**config.mk**
```make
export PLATFORM = sky130hd
export DESIGN_NAME = jpeg_bit_window
export DESIGN_NICKNAME = d
export VERILOG_FILES = /design/src/rtl/jpeg_bit_window.sv
export SDC_FILE = /design/constraint.sdc
export NUM_CORES = 1
export LEC_CHECK = 0
export CAP_MARGIN = 20
export CORE_ASPECT_RATIO = 2
export CORE_MARGIN = 10
export CORE_UTILIZATION = 35
export DETAILED_ROUTE_END_ITERATION = 7
export PLACE_DENSITY = 0.5
export SYNTH_ARGS = -nofsm -noshare
export SYNTH_HDL_FRONTEND = slang
export SYNTH_SLANG_ARGS = --single-unit
export TNS_END_PERCENT = 30
```
**constraint.sdc**
```tcl
create_clock -name clk -period 5.8 [get_ports clk]
set_input_delay 0.87 -clock clk [delete_from_list [all_inputs] [get_ports clk]]
set_output_delay 0.87 -clock clk [all_outputs]
set_load 0.01 [all_outputs]
```
**src/rtl/jpeg_bit_window.sv**
```systemverilog
// Byte-to-bit window: loads one byte per cycle into a 128-bit MSB-first buffer and removes 0xFF00 stuffing.
// Latency 1 cycle byte-to-window; in_ready drops above 120 valid bits or after EOF, and the source holds the byte.
module jpeg_bit_window #(
    parameter int BUF_W = 128
) (
    input  logic        clk,
    input  logic        rst,
    input  logic [7:0]  in_byte,
    input  logic        in_valid,
    input  logic        in_last,
    output logic        in_ready,
    input  logic        unstuff_en,
    input  logic        shift_en,
    input  logic [6:0]  shift_len,
    input  logic        align_en,
    output logic [63:0] bit_out,
    output logic        bit_avali,
    output logic [7:0]  bit_count,
    output logic        marker_hit,
    output logic        drained
);

    logic [BUF_W-1:0] buf_q, buf_d;
    logic [BUF_W-1:0] byte_ext;
    logic [7:0]       count_q, count_d;
    logic             ff_prev_q, ff_prev_d;
    logic             eof_q, eof_d;
    logic             marker_q, marker_d;
    logic             take, drop, load;
    logic [7:0]       len_sat, s;

    always_comb begin
        in_ready  = !rst && !eof_q && (count_q <= 8'd120);
        bit_avali = (count_q >= 8'd64) || (eof_q && (count_q != 8'd0));
        take      = in_valid && in_ready;
        drop      = take && unstuff_en && ff_prev_q && (in_byte == 8'h00);
        load      = take && !drop;

        len_sat = ({1'b0, shift_len} > 8'd64) ? 8'd64 : {1'b0, shift_len};
        s       = 8'd0;
        if (shift_en && bit_avali) begin
            s = (len_sat < count_q) ? len_sat : count_q;
        end else if (align_en) begin
            s = {5'b0, count_q[2:0]};
        end

        // New byte lands directly below the bits that survive this cycle's consume.
        byte_ext = {in_byte, {(BUF_W-8){1'b0}}};
        buf_d    = buf_q << s;
        if (load) begin
            buf_d = buf_d | (byte_ext >> (count_q - s));
        end
        count_d = count_q - s + (load ? 8'd8 : 8'd0);

        ff_prev_d = ff_prev_q;
        marker_d  = 1'b0;
        if (take) begin
            if (unstuff_en) begin
                marker_d  = ff_prev_q && (in_byte != 8'h00) && (in_byte != 8'hFF);
                ff_prev_d = (in_byte == 8'hFF);
            end else begin
                ff_prev_d = 1'b0;
            end
        end
        eof_d = eof_q || (take && in_last);
    end

    always_ff @(posedge clk) begin
        if (rst) begin
            buf_q     <= '0;
            count_q   <= 8'd0;
            ff_prev_q <= 1'b0;
            eof_q     <= 1'b0;
            marker_q  <= 1'b0;
        end else begin
            buf_q     <= buf_d;
            count_q   <= count_d;
            ff_prev_q <= ff_prev_d;
            eof_q     <= eof_d;
            marker_q  <= marker_d;
        end
    end

    assign bit_out    = buf_q[BUF_W-1 -: 64];
    assign bit_count  = count_q;
    assign marker_hit = marker_q;
    assign drained    = eof_q && (count_q == 8'd0);

endmodule

```
# Word level (Yosys, flattened, before mapping)
# Index checks and enable logic that the tools add are counted.
dict set report classes {
  addsub 2
  n_mul 0
  div 0
  magnitude_cmp 4
  n_eq_ne 2
  shifts 2
  mux 7
  n_bitwise 3
  n_reduce_logical 23
}
# op count
set ops {}
lappend ops {{128-bit 2-to-1 mux} 1}
lappend ops {{128-bit OR} 1}
lappend ops {{128-bit by 8-bit << shifter with 128-bit output} 1}
lappend ops {{128-bit by 8-bit >> shifter with 128-bit output} 1}
lappend ops {{8-bit logical NOT} 2}
lappend ops {{8-bit 2-to-1 mux} 2}
lappend ops {{8-bit nonzero test} 2}
lappend ops {{1-bit logical AND} 13}
lappend ops {{8-bit by 4-bit adder with 8-bit output} 1}
lappend ops {{8-bit == test (second input constant)} 1}
lappend ops {{8-bit by 7-bit >= comparator with 1-bit output (second input constant)} 1}
lappend ops {{8-bit by 7-bit <= comparator with 1-bit output (second input constant)} 1}
lappend ops {{7-bit by 8-bit < comparator with 1-bit output} 1}
lappend ops {{8-bit != test (second input constant)} 1}
lappend ops {{8-bit subtractor} 1}
lappend ops {{7-bit > comparator (second input constant)} 1}
lappend ops {{7-bit 2-to-1 mux} 1}
lappend ops {{4-bit 2-to-1 mux} 1}
lappend ops {{1-bit logical NOT} 3}
lappend ops {{3-bit 2-to-1 mux} 1}
lappend ops {{3-bit OR reduction} 1}
lappend ops {{1-bit logical OR} 2}
lappend ops {{1-bit inverter} 2}
lappend ops {{1-bit 2-to-1 mux} 1}
dict set report totals {
  ff_bits 139
  latch_bits 0
  ramBits 0
  romBits 0
  input_bits 22
  output_inout_bits 76
  elab_cells 48
  mem_count 0
}

# Logic depth before layout (Yosys ltp)
dict set report logic_depth {
  ltp_word 11
  depth_mapped 28
  mapped_depth_nobuf 21
}

# Worst setup path after synthesis
# OpenSTA, ideal clock, no wires.
dict set report synth_timing {
  kind {input to register}
  startpoint {in shift_len[6]}
  endpoint {reg buf_q[125]}
  setup_ns 0.081
  arrival_time_ns 6.101
  t_required_ns 5.719
  setup_slack_ns -0.381
  path_stages 26
  n_path_buf 8
  cell_sequence {nand2b_1 -> inv_1 -> ha_1 -> o211ai_1 -> a311o_1 -> buf_2 -> nand3_4 -> mux2i_4 -> buf_4 -> buf_4 -> buf_4 -> buf_2 -> buf_2 -> fa_1 -> nand2b_1 -> a21boi_0 -> o21ai_0 -> nand4b_1 -> nand3_1 -> nand2b_1 -> or2_2 -> clkbuf_1 -> nor3_2 -> clkbuf_1 -> a221oi_1 -> a41oi_1}
}
dict set report synth_via {
  elab_chain_len 9
  elab_cells_between_ends 10
  classes_between {add/sub: 1; order compare: 2; shift: 2; mux: 4; bitwise: 1}
}
# item line_no
set synth_rtl {}
lappend synth_rtl {{start: declaration} 14} ;# input logic [6:0] shift_len,
lappend synth_rtl {{7-bit > comparator} 39} ;# len_sat = ({1'b0, shift_len} > 8'd64) ? 8'd64 : {1'b0, shift_len};
lappend synth_rtl {{7-bit 2-to-1 mux (*)} 39}
lappend synth_rtl {{7-bit by 8-bit < comparator with 1-bit output} 42} ;# s = (len_sat < count_q) ? len_sat : count_q;
lappend synth_rtl {{8-bit 2-to-1 mux (*)} 42}
lappend synth_rtl {{8-bit 2-to-1 mux (*)} 41} ;# if (shift_en && bit_avali) begin
lappend synth_rtl {{8-bit subtractor} 51} ;# buf_d = buf_d | (byte_ext >> (count_q - s));
lappend synth_rtl {{128-bit by 8-bit >> shifter with 128-bit output} 51}
lappend synth_rtl {{128-bit OR} 51}
lappend synth_rtl {{128-bit 2-to-1 mux (*)} 50} ;# if (load) begin
lappend synth_rtl {{end signal: assignment} 76} ;# buf_q <= buf_d;
lappend synth_rtl {{end: declaration} 23} ;# logic [BUF_W-1:0] buf_q, buf_d;
# Every way passes the cells marked *; elsewhere a longest branch is shown, timed or not.
# A chain may end at the register's enable or synchronous reset.

# Final worst setup path
dict set report layout_timing {
  startpoint {in shift_len[6]}
  endpoint {reg buf_q[90]}
}
# The elaborated chain is that of the path after synthesis.

==> summary.txt <==
type of the most critical hold path: flop to flop
Ys Warns: 0
leakage power: 8.70 nW
status: complete, no violations
Initial Utilization: 35.4%
Seq cells post-synth: 139
Peak VDD IR: 0.734 mV
Antenna Nets Post-Route: 0
unrepaired setup endpoints after global routing: no
Pre-antenna DRT Iters: 7
Final period util: 96.9%
Max Cap Violations: 0
Vias/cell: 6.67
Setup TNS: 0 ps
Net count, final: 2595
die height: 325 um
clock transition at the registers of the reported paths: 70 ps
CTS buffer count: 17
GPL Wtd Cong: 1.07
WS Path Type: input pin to flop
final hold viol count: 0
Fmax: 178 MHz
GRT Overall Usage: 39.4%
largest net degree at the start of global routing: 89
post-route cell area: 21600 um2
first-pass GRT wire length: 161 mm
final core area utilization: 47.0%
DRC viols: 0
Setup crit start kind: input pin
die area: 56100 um2
Routed WL per cell: 36.2 um
Required @ worst endpoint: 6100 ps
WHS: 515 ps
min cycle time layout: 5620 ps
Die X: 173 um
Layout area overhead: 32.6%
CP max FO: 29
CTS Buffer Depth: 2
sequential share of the synthesized area: 17.1%
dpl hpwl: 91.4 mm
fillers: 4738
Sinks on Clock Net: 139
Rows: 111
IO Pins: 98
fraction of layout cells with a size suffix above 1: 26.3%
initial antenna violation count: 8
via count: 21300
dominant synthesized flop cell: dfxtp_1
Worst-Skew Late Latency: 480 ps
Crit path arrival time: 5920 ps
total wire length: 116 mm
H-tree levels: 4
DP Area: 20900 um2
ys async rst share: 0%
Reg area: 2780 um2
number of synthesized flops with an enable pin: 0
relative slew slack: 35.5%
syn nets: 2214
dpl ws: -371 ps
worst-margin pin slew: 967 ps
P per Cell Area: 807 nW/um2
# setup viols final: 0
Syn Inst Count: 2176
IO buf count: 97
root buf cell: clkbuf_16
Core Area: 46000 um2
Max Slew Vio Count: 0
Distinct cells, synth: 93
Iter 0 DRT Violations: 2781
post-cts hold buffer count: 0
Layout Skew: 14.1 ps
Setup crit end kind: flop
Synth Cell Area: 16300 um2
vias in the first global route: 21400
grt total ovfl: 0
syn avg cell area: 7.49 um2
Multi-input gate area: 12100 um2
post-CTS setup buffers: 0
worst setup margin: 180 ps
CTS tree: done
-- per-layer routing --
layer / GRT usage, % / share of wire, % / vias to the layer above
li1: - / - / 9042
met1: 38.6 / 33 / 10300
met2: 66.5 / 47 / 1436
met3: 8.22 / 7.8 / 512
met5: 0 / 0.044 / -
met4: 40.5 / 12 / 8
-- registers in the layout (all words and copies together), names as in the netlist --
register and flops:
bit_count 8, marker_hit 1, eof_q 1, buf_q 128
ff_prev_q 1
-- power by group --
group / total (mW) / leakage (nW) / switching [mW] / internal [mW]
Sequential: 1.72 / 1.13 / 0.411 / 1.31
Combinational: 14.4 / 7.26 / 8.76 / 5.65
Clock: 1.31 / 0.306 / 0.522 / 0.785
-- Yosys cell counts (14+ instances only) --
cell	n	share of area (%)
dfxtp_1	139	17
nor2_1	181	4.2
a32oi_1	14	0.75
mux2_2	48	3.3
buf_2	56	1.7
a221oi_1	16	0.86
o21ai_1	22	0.68
a22oi_1	97	4.5
a211oi_1	38	1.8
a31oi_1	31	1.2
nand2_1	180	4.1
nand3_1	150	4.6
o31ai_1	14	0.65
clkbuf_1	88	2.0
a21oi_1	110	3.4
and2_1	39	1.5
ha_1	15	1.2
a21o_1	14	0.65
mux2i_1	204	13
buf_1	21	0.48
o21a_1	17	0.78
nand4_1	14	0.54
o21ai_0	112	3.4
o22ai_1	60	2.3
o2bb2ai_1	14	0.75
buf_4	79	3.6
inv_1	23	0.53
o211ai_1	21	0.97
a22o_1	26	1.4
mux4_2	16	2.2
nor3_1	30	0.92
and3_1	51	2.0
o32ai_1	15	0.81
-- final cells by class --
| cell class | count | share of cell area [%] |
|---|---|---|
| multi-input cells | 1754 | 56.0 |
| repair buffers | 616 | 23.9 |
| flip-flops and latches | 139 | 12.9 |
| well taps | 621 | 3.60 |
| clock buffers | 21 | 2.13 |
| clock inverters | 10 | 0.880 |
| inverters | 29 | 0.550 |
| diodes | 1 | 0.0116 |
-- path summary, 6_finish.rpt --
path | cells after the start | slack, ps | to | from
setup / recovery | 20 | 180 | buf_q[90] | shift_len[6]
hold / removal | 2 | 520 | marker_hit | ff_prev_q
setup reg to reg | 18 | 650 | buf_q[90] | bit_count[1]
hold reg to reg | 2 | 520 | marker_hit | ff_prev_q
-- logic make-up after synthesis --
family / synth area share, %
fa+ha+maj: 1.27
buf+inv: 9.29
flops: 17.1
mux: 18.5
xor+xnor: 0.538
simple gates: 20.5
compound gates: 32.8
-- worst max-delay path, stage by stage --
cell	delay [ps]
clkdlybuf4s50_1	580
nand2b_2	170
inv_1	50
ha_1	270
o211ai_1	300
a311oi_4	80
o31a_2	420
buf_4	220
buf_4	250
o21ai_0	270
buf_4	160
nand3_1	70
buf_4	160
a32oi_1	460
nand2_1	200
a22oi_1	770
buf_4	230
nor2_1	30
a31oi_1	160
o22ai_1	170
-- repair_timing --
| action | 4_1_cts | 5_1_grt |
|---|---|---|
| resized for setup | 0 | 3 |
| endpoints found under the hold margin | 0 | 0 |
| endpoints found under the setup margin | 0 | 4 |
-- stage by stage --
step                      std cells  power (mW)
after floorplan                2176        7.79
after global placement         3159        15.5
after detailed placement       3159        15.4
after CTS                      3190        16.8
after global routing           3190        17.8
final                          3191        17.4
-- cell usage in the layout (no fill, tap or decap), drive strengths merged, types with 41 or more instances in the layout --
master	instances
mux2	50
o21ai	134
nand3	151
buf	520
and3	51
a22oi	97
a21oi	110
mux2i	206
nand2	180
nor2	182
a211oi	41
dfxtp	139
o22ai	61
clkdlybuf4s50	96
No activity file was read; power rests on OpenSTA's default activity.
